[src/rtl/pipe_pkg.sv]
// pipe_pkg: shared definitions for the decode stage.
//   - forward-select encodings for the A/B operand muxes
//   - bit positions inside the 5-bit decode control bundle
//   - load-use hazard FSM state type and its counter width
package pipe_pkg;

   localparam logic [1:0] FWD_RF  = 2'b00;
   localparam logic [1:0] FWD_ALU = 2'b01;
   localparam logic [1:0] FWD_MEM = 2'b10;
   localparam logic [1:0] FWD_WB  = 2'b11;

   // signals = {SRC1, SRC2, RegDst, ExtOp, ExtPlace}
   localparam int SIG_SRC1     = 4;
   localparam int SIG_SRC2     = 3;
   localparam int SIG_REGDST   = 2;
   localparam int SIG_EXTOP    = 1;
   localparam int SIG_EXTPLACE = 0;

   localparam int CNT_W = 3;

   typedef enum logic {
      HZ_IDLE   = 1'b0,
      HZ_BUBBLE = 1'b1
   } hz_state_t;

endpackage

[src/rtl/regfile_wt.sv]
// regfile_wt: NREGS x DATA_W register file, one write port, two operand read
// ports plus a dedicated read of the link register.
//   clk, reset        : clock, asynchronous active-high clear of every entry
//   we, wa, wd        : synchronous write (ignored for address 0)
//   ra1/rd1, ra2/rd2  : combinational operand reads
//   ra3/rd3           : combinational link-register read
// Reads are write-through: reading the address being written this cycle
// returns the write data. Address 0 always reads zero.
module regfile_wt
   import pipe_pkg::*;
#(
   parameter int DATA_W = 16,
   parameter int NREGS  = 8,
   localparam int AW    = $clog2(NREGS)
)(
   input  logic              clk,
   input  logic              reset,
   input  logic              we,
   input  logic [AW-1:0]     wa,
   input  logic [DATA_W-1:0] wd,
   input  logic [AW-1:0]     ra1,
   input  logic [AW-1:0]     ra2,
   input  logic [AW-1:0]     ra3,
   output logic [DATA_W-1:0] rd1,
   output logic [DATA_W-1:0] rd2,
   output logic [DATA_W-1:0] rd3
);

   logic [DATA_W-1:0] mem [NREGS];

   always_ff @(posedge clk or posedge reset) begin
      if (reset) begin
         for (int i = 0; i < NREGS; i++) mem[i] <= '0;
      end else if (we && (wa != '0)) begin
         mem[wa] <= wd;
      end
   end

   function automatic logic [DATA_W-1:0] read_port(input logic [AW-1:0] a);
      if (a == '0)            return '0;
      else if (we && wa == a) return wd;
      else                    return mem[a];
   endfunction

   always_comb begin
      rd1 = read_port(ra1);
      rd2 = read_port(ra2);
      rd3 = read_port(ra3);
   end

endmodule

[src/rtl/id_stage_pipe.sv]
// id_stage_pipe: decode stage with integrated ID/EX register.
//   Inputs : instr/pc_id/valid_in from IF/ID, decode controls (signals),
//            forward selects and forward values, writeback port, EX load info,
//            downstream stall_in and flush.
//   Outputs: stall_out (combinational, freezes PC and IF/ID) and the registered
//            ID/EX entry: valid_q, a_q, b_q, imm_q, br_tgt_q, jmp_tgt_q, ret_q,
//            rd_q and the signed compare flags gt_q/lt_q/eq_q.
module id_stage_pipe
   import pipe_pkg::*;
#(
   parameter int DATA_W   = 16,
   parameter int NREGS    = 8,
   parameter int LOAD_LAT = 1,
   localparam int AW      = $clog2(NREGS)
)(
   input  logic              clk,
   input  logic              reset,
   input  logic              valid_in,
   input  logic [15:0]       instr,
   input  logic [15:0]       pc_id,
   input  logic [4:0]        signals,
   input  logic [1:0]        fwd_a,
   input  logic [1:0]        fwd_b,
   input  logic [DATA_W-1:0] alu_result,
   input  logic [DATA_W-1:0] mem_result,
   input  logic              wb_en,
   input  logic [AW-1:0]     wb_rd,
   input  logic [DATA_W-1:0] wb_data,
   input  logic              ex_load,
   input  logic [AW-1:0]     ex_rd,
   input  logic              stall_in,
   input  logic              flush,
   output logic              stall_out,
   output logic              valid_q,
   output logic [DATA_W-1:0] a_q,
   output logic [DATA_W-1:0] b_q,
   output logic [DATA_W-1:0] imm_q,
   output logic [15:0]       br_tgt_q,
   output logic [15:0]       jmp_tgt_q,
   output logic [DATA_W-1:0] ret_q,
   output logic [AW-1:0]     rd_q,
   output logic              gt_q,
   output logic              lt_q,
   output logic              eq_q
);

   localparam logic [AW-1:0] LINK = AW'(NREGS - 1);

   // 3-bit instruction register fields, truncated or zero-padded to AW bits
   function automatic logic [AW-1:0] fit_addr(input logic [2:0] f);
      logic [AW+2:0] t;
      t = {{AW{1'b0}}, f};
      return t[AW-1:0];
   endfunction

   // Byte immediate: low or high placement, then optional sign extension
   function automatic logic [DATA_W-1:0] ext_imm(input logic [7:0] byte_v,
                                                 input logic ext_op,
                                                 input logic ext_place);
      logic [15:0]       h;
      logic [DATA_W-1:0] r;
      h = ext_place ? {byte_v, 8'h00} : {{8{ext_op & byte_v[7]}}, byte_v};
      r = {DATA_W{ext_op & h[15]}};
      r[15:0] = h;
      return r;
   endfunction

   logic src1, src2, reg_dst, ext_op, ext_place;
   assign src1      = signals[SIG_SRC1];
   assign src2      = signals[SIG_SRC2];
   assign reg_dst   = signals[SIG_REGDST];
   assign ext_op    = signals[SIG_EXTOP];
   assign ext_place = signals[SIG_EXTPLACE];

   // Opcode nibble is decoded upstream; only the jump target uses instr[11:0]
   logic unused_opcode;
   assign unused_opcode = ^instr[15:12];

   logic [AW-1:0] ra, rb, rd;
   assign ra = src1 ? '0 : fit_addr(instr[8:6]);
   assign rb = src2 ? fit_addr(instr[5:3]) : fit_addr(instr[11:9]);
   assign rd = reg_dst ? LINK : fit_addr(instr[11:9]);

   logic [DATA_W-1:0] rf_a, rf_b, rf_link;

   regfile_wt #(.DATA_W(DATA_W), .NREGS(NREGS)) u_rf (
      .clk   (clk),
      .reset (reset),
      .we    (wb_en),
      .wa    (wb_rd),
      .wd    (wb_data),
      .ra1   (ra),
      .ra2   (rb),
      .ra3   (LINK),
      .rd1   (rf_a),
      .rd2   (rf_b),
      .rd3   (rf_link)
   );

   logic signed [DATA_W-1:0] a_fwd, b_fwd;

   always_comb begin
      case (fwd_a)
         FWD_ALU: a_fwd = alu_result;
         FWD_MEM: a_fwd = mem_result;
         FWD_WB:  a_fwd = wb_data;
         default: a_fwd = rf_a;
      endcase
      case (fwd_b)
         FWD_ALU: b_fwd = alu_result;
         FWD_MEM: b_fwd = mem_result;
         FWD_WB:  b_fwd = wb_data;
         default: b_fwd = rf_b;
      endcase
   end

   logic [DATA_W-1:0] imm_id;
   logic [15:0]       br_id;
   assign imm_id = ext_imm(instr[7:0], ext_op, ext_place);
   assign br_id  = imm_id[15:0] + pc_id - 16'd1;

   // Load-use hazard: the detecting cycle is the first stall cycle, BUBBLE
   // supplies the remaining LOAD_LAT-1, so LOAD_LAT=1 never leaves IDLE.
   hz_state_t        hz_state;
   logic [CNT_W-1:0] hz_cnt;
   logic             hz_detect, hz_stall;

   assign hz_detect = (hz_state == HZ_IDLE) && valid_in && ex_load && (ex_rd != '0) &&
                      ((!src1 && ex_rd == ra) || ex_rd == rb);
   assign hz_stall  = hz_detect || (hz_state == HZ_BUBBLE);
   assign stall_out = hz_stall || stall_in;

   always_ff @(posedge clk or posedge reset) begin
      if (reset) begin
         hz_state <= HZ_IDLE;
         hz_cnt   <= '0;
      end else if (flush) begin
         hz_state <= HZ_IDLE;
         hz_cnt   <= '0;
      end else if (!stall_in) begin
         case (hz_state)
            HZ_IDLE: begin
               if (hz_detect && LOAD_LAT > 1) begin
                  hz_state <= HZ_BUBBLE;
                  hz_cnt   <= CNT_W'(LOAD_LAT - 1);
               end
            end
            default: begin
               if (hz_cnt <= CNT_W'(1)) begin
                  hz_state <= HZ_IDLE;
                  hz_cnt   <= '0;
               end else begin
                  hz_cnt <= hz_cnt - CNT_W'(1);
               end
            end
         endcase
      end
   end

   // ---- ID / EX boundary ----
   always_ff @(posedge clk or posedge reset) begin
      if (reset) begin
         valid_q   <= 1'b0;
         a_q       <= '0;
         b_q       <= '0;
         imm_q     <= '0;
         br_tgt_q  <= '0;
         jmp_tgt_q <= '0;
         ret_q     <= '0;
         rd_q      <= '0;
         gt_q      <= 1'b0;
         lt_q      <= 1'b0;
         eq_q      <= 1'b0;
      end else if (flush || !stall_in) begin
         // Bubbles and flushes still load data; only valid_q carries meaning
         valid_q   <= valid_in && !hz_stall && !flush;
         a_q       <= a_fwd;
         b_q       <= b_fwd;
         imm_q     <= imm_id;
         br_tgt_q  <= br_id;
         jmp_tgt_q <= {pc_id[15:12], instr[11:0]};
         ret_q     <= rf_link;
         rd_q      <= rd;
         gt_q      <= a_fwd > b_fwd;
         lt_q      <= a_fwd < b_fwd;
         eq_q      <= a_fwd == b_fwd;
      end
   end

endmodule
[config.mk]
export PLATFORM = sky130hd
export DESIGN_NAME = id_stage_pipe
export DESIGN_NICKNAME = d
export VERILOG_FILES = /design/src/rtl/pipe_pkg.sv /design/src/rtl/regfile_wt.sv /design/src/rtl/id_stage_pipe.sv
export SDC_FILE = /design/constraint.sdc
export NUM_CORES = 1
export LEC_CHECK = 0
export BUFFER_PORTS_ARGS = -buffer_cell sky130_fd_sc_hd__buf_2
export CAP_MARGIN = 20
export CORE_MARGIN = 2
export CORE_UTILIZATION = 45
export DETAILED_ROUTE_END_ITERATION = 10
export HOLD_SLACK_MARGIN = 0.05
export PLACE_DENSITY_LB_ADDON = 0.25
export SETUP_SLACK_MARGIN = 0.15
export SYNTH_ARGS = -nofsm -noshare
export SYNTH_HDL_FRONTEND = slang
export SYNTH_HIERARCHICAL = 1
export SYNTH_SLANG_ARGS = --single-unit
[constraint.sdc]
create_clock -name clk -period 4.6 [get_ports clk]
set_input_delay 0.23 -clock clk [delete_from_list [all_inputs] [get_ports clk]]
set_output_delay 0.23 -clock clk [all_outputs]
set_load 0.01 [all_outputs]
### Word level (Yosys, flattened, before mapping)

Cells that the tools add are included.

| cells by class | value |
|---|---|
| $add $sub $neg | 3 |
| order comparisons | 7 |
| eq/ne operators | 13 |
| multiplexer cells | 28 |
| bitwise gates (word level) | 5 |
| reductions and logical operators | 26 |

Operator list:

| operator | number |
|---|---|
| $mux 16 | 11 |
| $bwmux 128 | 1 |
| $bmux 16 s3 | 2 |
| $pmux 16 s3 | 2 |
| $demux 16 s3 | 1 |
| $mux 3 | 7 |
| $add 16x16->16 | 1 |
| $eq 16x16->1 | 1 |
| $gt 16x16->1 | 1 |
| $lt 16x16->1 | 1 |
| $sub 16x1->16 const B | 1 |
| $eq 3x3->1 | 4 |
| $ge 4x4->1 const B | 3 |
| $logic_and 1x1->1 | 12 |
| $not 3->4 | 3 |
| $eq 2x2->1 const B | 4 |
| $logic_not 3->1 | 2 |
| $reduce_bool 3->1 | 2 |
| $eq 2x1->1 const B | 2 |
| $logic_not 1->1 | 4 |
| $logic_or 1x1->1 | 4 |
| $lt 4x1->1 const B | 1 |
| $mux 1 | 4 |
| $eq 3x3->1 const B | 1 |
| 7 further kinds | 7 |

| storage, ports and cells | value |
|---|---|
| bits in registers | 235 |
| input bits | 102 |
| output and inout port bits | 104 |

### Logic depth before layout (Yosys ltp)

Gate-level depths: netlist (run 1).

| logic depth | value |
|---|---|
| depth after elaboration | 9 |
| depth in mapped cells | 17 |
| gate-level depth less buffers | 14 |

### Cells and area by module

Netlist (run 1), hierarchy kept.

By module, submodules not included:

| module | instances | cells each | area an instance (um2) | sequential area each (um2) |
|---|---|---|---|---|
| regfile_wt | 1 | 699 | 8,607.0 | 3,203.1 |
| id_stage_pipe | 1 | 685 | 6,364.9 | 2,677.6 |

### Least setup slack after synthesis (run 1)

No wires, ideal clock.

| timing path | value |
|---|---|
| path type | in2reg |
| from | input port instr[7] |
| to | register lt_q |
| arrival time | 3.532 ns |
| path slack | 0.950 ns |
| cell stages on the path | 14 |
| path buffers | 2 |
| cells stage by stage | nor2b_1 buf_6 buf_12 mux4_2 a211oi_1 nor3_1 mux4_2 ha_1 nand4_1 or4_4 a21oi_2 a211oi_1 mux2_4 a21o_1 |

| on the way | value |
|---|---|
| longest elaborated chain between the ends | 9 |
| elaborated cells on any way between the ends | 12 |
| classes of those cells | 1 x order compare; 1 x eq/ne; 7 x mux; 1 x bitwise; 2 x reduce/logical |

RTL lines:

| what | line | source |
|---|---|---|
| from (decl) | id_stage_pipe.sv:19 | `input logic [15:0] instr,` |
| $mux 3 (*) | id_stage_pipe.sv:80 | `assign ra = src1 ? '0 : fit_addr(instr[8:6]);` |
| $not 3->4 (not written as such) | regfile_wt.sv:42 | `else return mem[a];` |
| $bmux 16 s3 | regfile_wt.sv:42 |  |
| $mux 16 (not written as such) (2 in a row) | regfile_wt.sv:42 |  |
| $mux 16 | regfile_wt.sv:41 | `else if (we && wa == a) return wd;` |
| $mux 16 (*) | regfile_wt.sv:40 | `if (a == '0) return '0;` |
| named net rf_a[11] | id_stage_pipe.sv:84 | `logic [DATA_W-1:0] rf_a, rf_b, rf_link;` |
| $pmux 16 s3 (*) | id_stage_pipe.sv:103 | `case (fwd_a)` |
| named net a_fwd[11] | id_stage_pipe.sv:100 | `logic signed [DATA_W-1:0] a_fwd, b_fwd;` |
| $lt 16x16->1 (*) | id_stage_pipe.sv:185 | `lt_q <= a_fwd < b_fwd;` |
| to (signal assigned) | id_stage_pipe.sv:185 |  |
| to (decl) | id_stage_pipe.sv:43 | `output logic lt_q,` |

Mark *: on every way through the listed nets, which the timed path passes. The rest lies on a longest branch. The select of a mux whose other input is x is not followed.
A chain may end at the register's enable or synchronous reset.

### Final worst setup path (run 1)

| timing path | value |
|---|---|
| from | input port instr[8] |
| to | register lt_q |

| on the way | value |
|---|---|
| longest elaborated chain between the ends | 9 |
| elaborated cells on any way between the ends | 12 |
| classes of those cells | 1 x order compare; 1 x eq/ne; 7 x mux; 1 x bitwise; 2 x reduce/logical |

RTL lines:

| what | line | source |
|---|---|---|
| $mux 3 (*) | id_stage_pipe.sv:80 |  |
| named net ra[2] | id_stage_pipe.sv:79 | `logic [AW-1:0] ra, rb, rd;` |
| $not 3->4 (not written as such) | regfile_wt.sv:42 |  |
| $bmux 16 s3 | regfile_wt.sv:42 |  |
| $mux 16 (not written as such) (2 in a row) | regfile_wt.sv:42 |  |
| $mux 16 | regfile_wt.sv:41 |  |
| $mux 16 (*) | regfile_wt.sv:40 |  |
| named net rf_a[15] | id_stage_pipe.sv:84 |  |
| $pmux 16 s3 (*) | id_stage_pipe.sv:103 |  |
| named net a_fwd[15] | id_stage_pipe.sv:100 |  |
| $lt 16x16->1 (*) | id_stage_pipe.sv:185 |  |

Marked as above.

==> flow_summary.ini, run 1 <==
[sta]
worst_pin_slew_ps = 1102
clock_skew_ps = 22.02
setup_slack_ps = 362.4
min_period_over_period = 0.9212
fin_crit_ps = 4238
slew_violations = 0
hold_violations = 0
slew_headroom = 0.2632
timing.setup.tns_ps = 0
rsz0062_at_grt = false
finalSetupViolCount = 0
max_freq_mhz = 236.0

[route]
wl_per_cell_um = 21.64
top_layer = met5
drt-pass1-iter-count = 5
vias_per_cell = 5.838
dr_wl_met3_um = 2943
wl_met2_um = 20540
drc = 0
met1_length_um = 18820
vias = 11780
drt-total-wl_um = 43650
first_iter_violations = 899
antenna_left = 0

[clocking]
cts_tree = done
clkTransAtPathRegs_ps = 60
cts_buffer_depth = 3
cts_root_buffer = clkbuf_16
postCtsSetupRepairBufs = 0
numCtsBuffers = 27
worstSkewPairLatency_ps = 550
cts_max_level = 1
cts_sinks = 235

[die]
std_cell_rows = 66
fp.dieH_um = 186.4
die_w_um = 186.4
die-area_sq_um = 34750
initial_core_util = 0.4590
core_area_sq_um = 32620
num_io_pins = 206

[power_and_ir_drop]
leakage_nw = 8.046
pwr_density_cell_nw_per_um2 = 394.0
peakVddDrop_mv = 0.2603

[critical_path]
path_cells = dlygate4sd3_1 > buf_2 > nor2b_4 > buf_12 > mux4_1 > a211oi_1 > nor3_1 > mux4_2 > ha_1 > nand4_1 > or4_4 > a21oi_2 > a211oi_1 > mux2_4 > a21o_1
end_kind = flip-flop
cp_data_required_time_ps = 5050
path_delay_family = multiplexers
arrival_ps = 4690
crit_buf_inv = 3
start_kind = primary input
cpPeakStageDelay_ps = 530
cp_max_fo = 41
crit_top_cell = a211oi_1
crit_type = primary input to flip-flop
crit_slowest_cell = dlygate4sd3_1

[finish]
final_cell_mix = 235 x dfrtp_1, 201 x buf_2, 190 x nand2_1
drive_gt1_frac = 0.3136
final_net_count = 1701
syn_to_final_growth_pct = 16.06
final_common_cell = dfrtp_1
fillers = 2870
finalCoreUtilization = 0.5327

[yosys]
synth_flop_cell = dfrtp_1
synth_edf_count = 0
yosys_warnings = 6
synth_area_sq_um = 14970
yosysSeqAreaShare = 0.3928
synth-seq-cells = 235
synth_cell_types = 61
synth.avg_cell_area_sq_um = 10.82
async_flop_share = 1.000
netlist_instances = 1384

[placed_design]
port_buffers = 201
dp_hpwl_um = 30990
gp_congestion = 0.8759
place_ws_ps = 189.6

[hold_path]
min-delay-path-class = primary input to flip-flop

[run]
cap_violations = 0

[outcome]
outcome = finished, final reports clean

[grt]
gr-total-overflow = 0
grt_antenna_before_repair = 3
grt_pass1_wl_um = 68570
grt_pass1_vias = 11710
grtUsageTotal = 0.2506
grt_max_degree = 65
## cell type report
| class | instances | area [sq um] | area share |
|---|---|---|---|
| Multi-Input combinational cell | 955 | 8170 | 0.4702 |
| Sequential cell | 235 | 5881 | 0.3384 |
| Timing Repair Buffer | 264 | 1609 | 0.09260 |
| Clock buffer | 37 | 773.2 | 0.04450 |
| Tap cell | 442 | 553.0 | 0.03183 |
| Inverter | 69 | 264.0 | 0.01519 |
| Clock inverter | 12 | 118.9 | 0.006840 |
| Antenna cell | 3 | 7.507 | 0.0004320 |
## registers in the layout, indices dropped and copies added, names as in the netlist, 3 cells and up
name and cells:
u_rf/mem 128, a_q 16, b_q 16, br_tgt_q 16, imm_q 16, jmp_tgt_q 16, ret_q 16, hz_cnt 3
rd_q 3
## report_power, final
part / internal, mW / switching, mW / leakage [nW] / total, mW
Combinational: 0.966 / 0.994 / 4.72 / 1.96
Sequential: 2.44 / 0.287 / 2.88 / 2.72
Clock: 1.28 / 0.881 / 0.441 / 2.16
Total: 4.68 / 2.16 / 8.05 / 6.85
## worst min-delay path, delay by kind of cell
family        cells  cell delay [ps]
simple gates      2              110
buf+inv           2              230
## logic make-up after synthesis
family                   count (synthesis)  synth area share
flip-flops                             235            0.3928
multiplexers                           293            0.2820
AO/OA/AOI/OAI                          212           0.08800
AND/OR/NAND/NOR                        373            0.1159
XOR/XNOR                                26           0.01521
buffers and inverters                  197           0.06602
other                                    1         0.0002505
adder cells (fa/ha/maj)                 47           0.03978
## final timing paths
| path | end | from | slack [ps] | depth (start not counted) |
|---|---|---|---|---|
| worst max-delay path | lt_q$_DFFE_PP0P_ | instr[8] | 360 | 15 |
| worst min-delay path | jmp_tgt_q[6]$_DFFE_PP0P_ | instr[6] | 60 | 4 |
| worst max register to register | lt_q$_DFFE_PP0P_ | u_rf/mem[79]$_DFFE_PP0P_ | 770 | 11 |
| worst min register to register | u_rf/mem[126]$_DFFE_PP0P_ | u_rf/mem[126]$_DFFE_PP0P_ | 420 | 0 |
| max in group asynchronous | ret_q[1]$_DFFE_PP0P_ | reset | 3080 | 4 |
| min in group asynchronous | u_rf/mem[26]$_DFFE_PP0P_ | reset | 320 | 3 |
## per-stage QoR
stage	area [sq um]	power [mW]	hold WS, ps	instances
2_1_floorplan	14980	4.034	293.1	1387
3_3_place_gp	16250	4.601	336.6	1944
3_5_place_dp	16250	4.665	349.0	1944
4_1_cts	17330	6.866	55.44	2012
5_1_grt	17370	7.196	68.30	2016
6_report	17380	6.846	62.98	2017
## routing by layer
metal,vias to the layer above,track usage
met5,-,0
met4,2,0.08462
met3,91,0.03762
met2,453,0.4054
met1,5883,0.3463
li1,5346,-
## Yosys cell counts, types with 15 or more instances
library cell | instances | area share
a211oi_1 | 48 | 0.024
a21oi_1 | 46 | 0.015
buf_1 | 19 | 0.0048
buf_2 | 43 | 0.014
buf_4 | 17 | 0.0085
clkbuf_1 | 35 | 0.0088
dfrtp_1 | 235 | 0.39
ha_1 | 46 | 0.038
inv_1 | 65 | 0.016
mux2_2 | 114 | 0.086
mux2i_1 | 93 | 0.062
mux4_1 | 27 | 0.047
mux4_2 | 56 | 0.084
nand2_1 | 190 | 0.048
nand2b_1 | 15 | 0.0063
nor2_1 | 72 | 0.018
nor3_1 | 41 | 0.014
o21ai_0 | 25 | 0.0084
o21ai_1 | 19 | 0.0064
o22ai_1 | 49 | 0.020
xnor2_1 | 16 | 0.0094
## what timing repair did
item	4_1_cts	5_1_grt
endpoints found under the hold margin	130	0
hold buffers	19	0
gates resized for setup	0	1
endpoints found under the setup margin	0	1
No activity file was read; power rests on OpenSTA's default activity.
==> run 2: changes to the inputs <==
Settings changed: CORE_UTILIZATION 45 to 59.
==> flow_summary.ini, run 2 (synthesized netlist as in run 1, its figures left out) <==
[outcome]
outcome = finished, final reports clean

[die]
num_io_pins = 206
die-area_sq_um = 26670
die_w_um = 163.3
std_cell_rows = 58
core_area_sq_um = 25040
initial_core_util = 0.5980
fp.dieH_um = 163.3

[critical_path]
end_kind = flip-flop
cp_max_fo = 15
arrival_ps = 4590
start_kind = primary input
crit_type = primary input to flip-flop
cp_data_required_time_ps = 5040

[clocking]
cts_sinks = 235
cts_tree = done
worstSkewPairLatency_ps = 550
numCtsBuffers = 26
cts_buffer_depth = 3
clkTransAtPathRegs_ps = 60
postCtsSetupRepairBufs = 0
cts_root_buffer = clkbuf_16
cts_max_level = 1

[power_and_ir_drop]
total_power_mw = 7.036
peakVddDrop_mv = 0.3056
leakage_nw = 8.066
pwr_density_cell_nw_per_um2 = 406.4

[grt]
grtUsageTotal = 0.3224
grt_max_degree = 78
gr-total-overflow = 0
grt_pass1_vias = 11750
grt_pass1_wl_um = 66130
grt_antenna_before_repair = 5

[sta]
rsz0062_at_grt = false
fin_crit_ps = 4155
max_freq_mhz = 240.7
clock_skew_ps = 17.69
hold_violations = 0
finalSetupViolCount = 0
setup_slack_ps = 444.8
slew_headroom = 0.3130
slew_violations = 0
worst_pin_slew_ps = 1027
timing.setup.tns_ps = 0
min_period_over_period = 0.9033

[finish]
largest_reg_flops = 128
final_cell_mix = 235 x dfrtp_1, 201 x buf_2, 190 x nand2_1
syn_to_final_growth_pct = 15.63
final_common_cell = dfrtp_1
finalCoreUtilization = 0.6915
largest-register = u_rf/mem
fillers = 1804
final_cells = 1908
final_net_count = 1704
drive_gt1_frac = 0.3111

[placed_design]
place_ws_ps = 490.0
port_buffers = 201
gp_congestion = 0.9027
dp_hpwl_um = 29240
dp.cells = 1838

[route]
drt-total-wl_um = 43020
first_iter_violations = 1409
vias = 12050
drt-pass1-iter-count = 6
wl_per_cell_um = 22.54
antenna_left = 0
vias_per_cell = 6.313
drc = 0

[run]
cap_violations = 0

[hold_path]
min-delay-path-class = primary input to flip-flop
==> run 2: changes by cell type in the layout (fill, tap and decap cells not counted), sizes merged <==
cell / before / now
clkinv: 7 / 2
bufinv: 2 / 7
inv: 70 / 69
buf: 245 / 249
==> run 2: final cells by class <==
| cell class | count | area, sq um | area share |
|---|---|---|---|
| antenna | 3 | 7.507 | 0.0004337 |
| tap | 330 | 412.9 | 0.02385 |
| sequential | 235 | 5881 | 0.3397 |
| timing repair buffer | 268 | 1619 | 0.09352 |
| inverter | 69 | 264.0 | 0.01525 |
| clock buffer | 37 | 711.9 | 0.04112 |
| multi-input combinational | 955 | 8169 | 0.4719 |
| clock inverter | 11 | 246.5 | 0.01424 |
==> run 2: metrics by stage <==
stage | hold WS [ps] | instance area, sq um
5_1_grt | 74.84 | 17310
3_3_place_gp | 271.1 | 16160
2_1_floorplan | 293.1 | 14980
4_1_cts | 60.20 | 17300
6_report | 66.71 | 17310
3_5_place_dp | 272.9 | 16160
==> run 2: repair_timing <==
| item | 4_1_cts | 5_1_grt |
|---|---|---|
| resized for setup | 0 | 0 |
| hold buffers | 19 | 0 |
| endpoints found under the hold margin | 128 | 0 |
==> run 2: final timing paths <==
check                                               start                   endpoint  slack, ps  depth (start not counted)
min in group asynchronous                           reset  u_rf/mem[112]$_DFFE_PP0P_        280                          3
max in group asynchronous                           reset         b_q[8]$_DFFE_PP0P_       3140                          4
worst max register to register  u_rf/mem[111]$_DFFE_PP0P_           lt_q$_DFFE_PP0P_        890                         11
worst max-delay path                             instr[4]           lt_q$_DFFE_PP0P_        440                         16
worst min-delay path                             instr[6]   jmp_tgt_q[6]$_DFFE_PP0P_         70                          4
worst min register to register  u_rf/mem[113]$_DFFE_PP0P_  u_rf/mem[113]$_DFFE_PP0P_        420                          0
==> run 2: worst max-delay path, stage by stage <==
cell	delay, ps
dlygate4sd3_1	520
buf_2	180
mux2_2	300
buf_12	210
mux4_2	520
a211oi_1	480
nor3_1	110
mux4_2	480
inv_1	90
ha_1	160
nand4_1	120
or4_4	520
a21oi_2	130
a211oi_1	70
mux2_4	310
a21o_1	150
==> run 2: where the power goes <==
group          switching [mW]  internal, mW  total, mW
sequential              0.291          2.44       2.73
combinational            1.01         0.975       1.98
clock                   0.857          1.47       2.33
==> run 2: metal layers <==
| layer | part of all wire | vias to the layer above | GRT usage | wire length, um |
|---|---|---|---|---|
| met4 | 0.040 | 4 | 0.1335 | 1733 |
| met1 | 0.40 | 5867 | 0.4331 | 17220 |
| met2 | 0.47 | 673 | 0.5146 | 20060 |
| li1 | - | 5350 | - | - |
| met5 | 0.00063 | - | 0 | 27 |
| met3 | 0.092 | 151 | 0.06526 | 3974 |
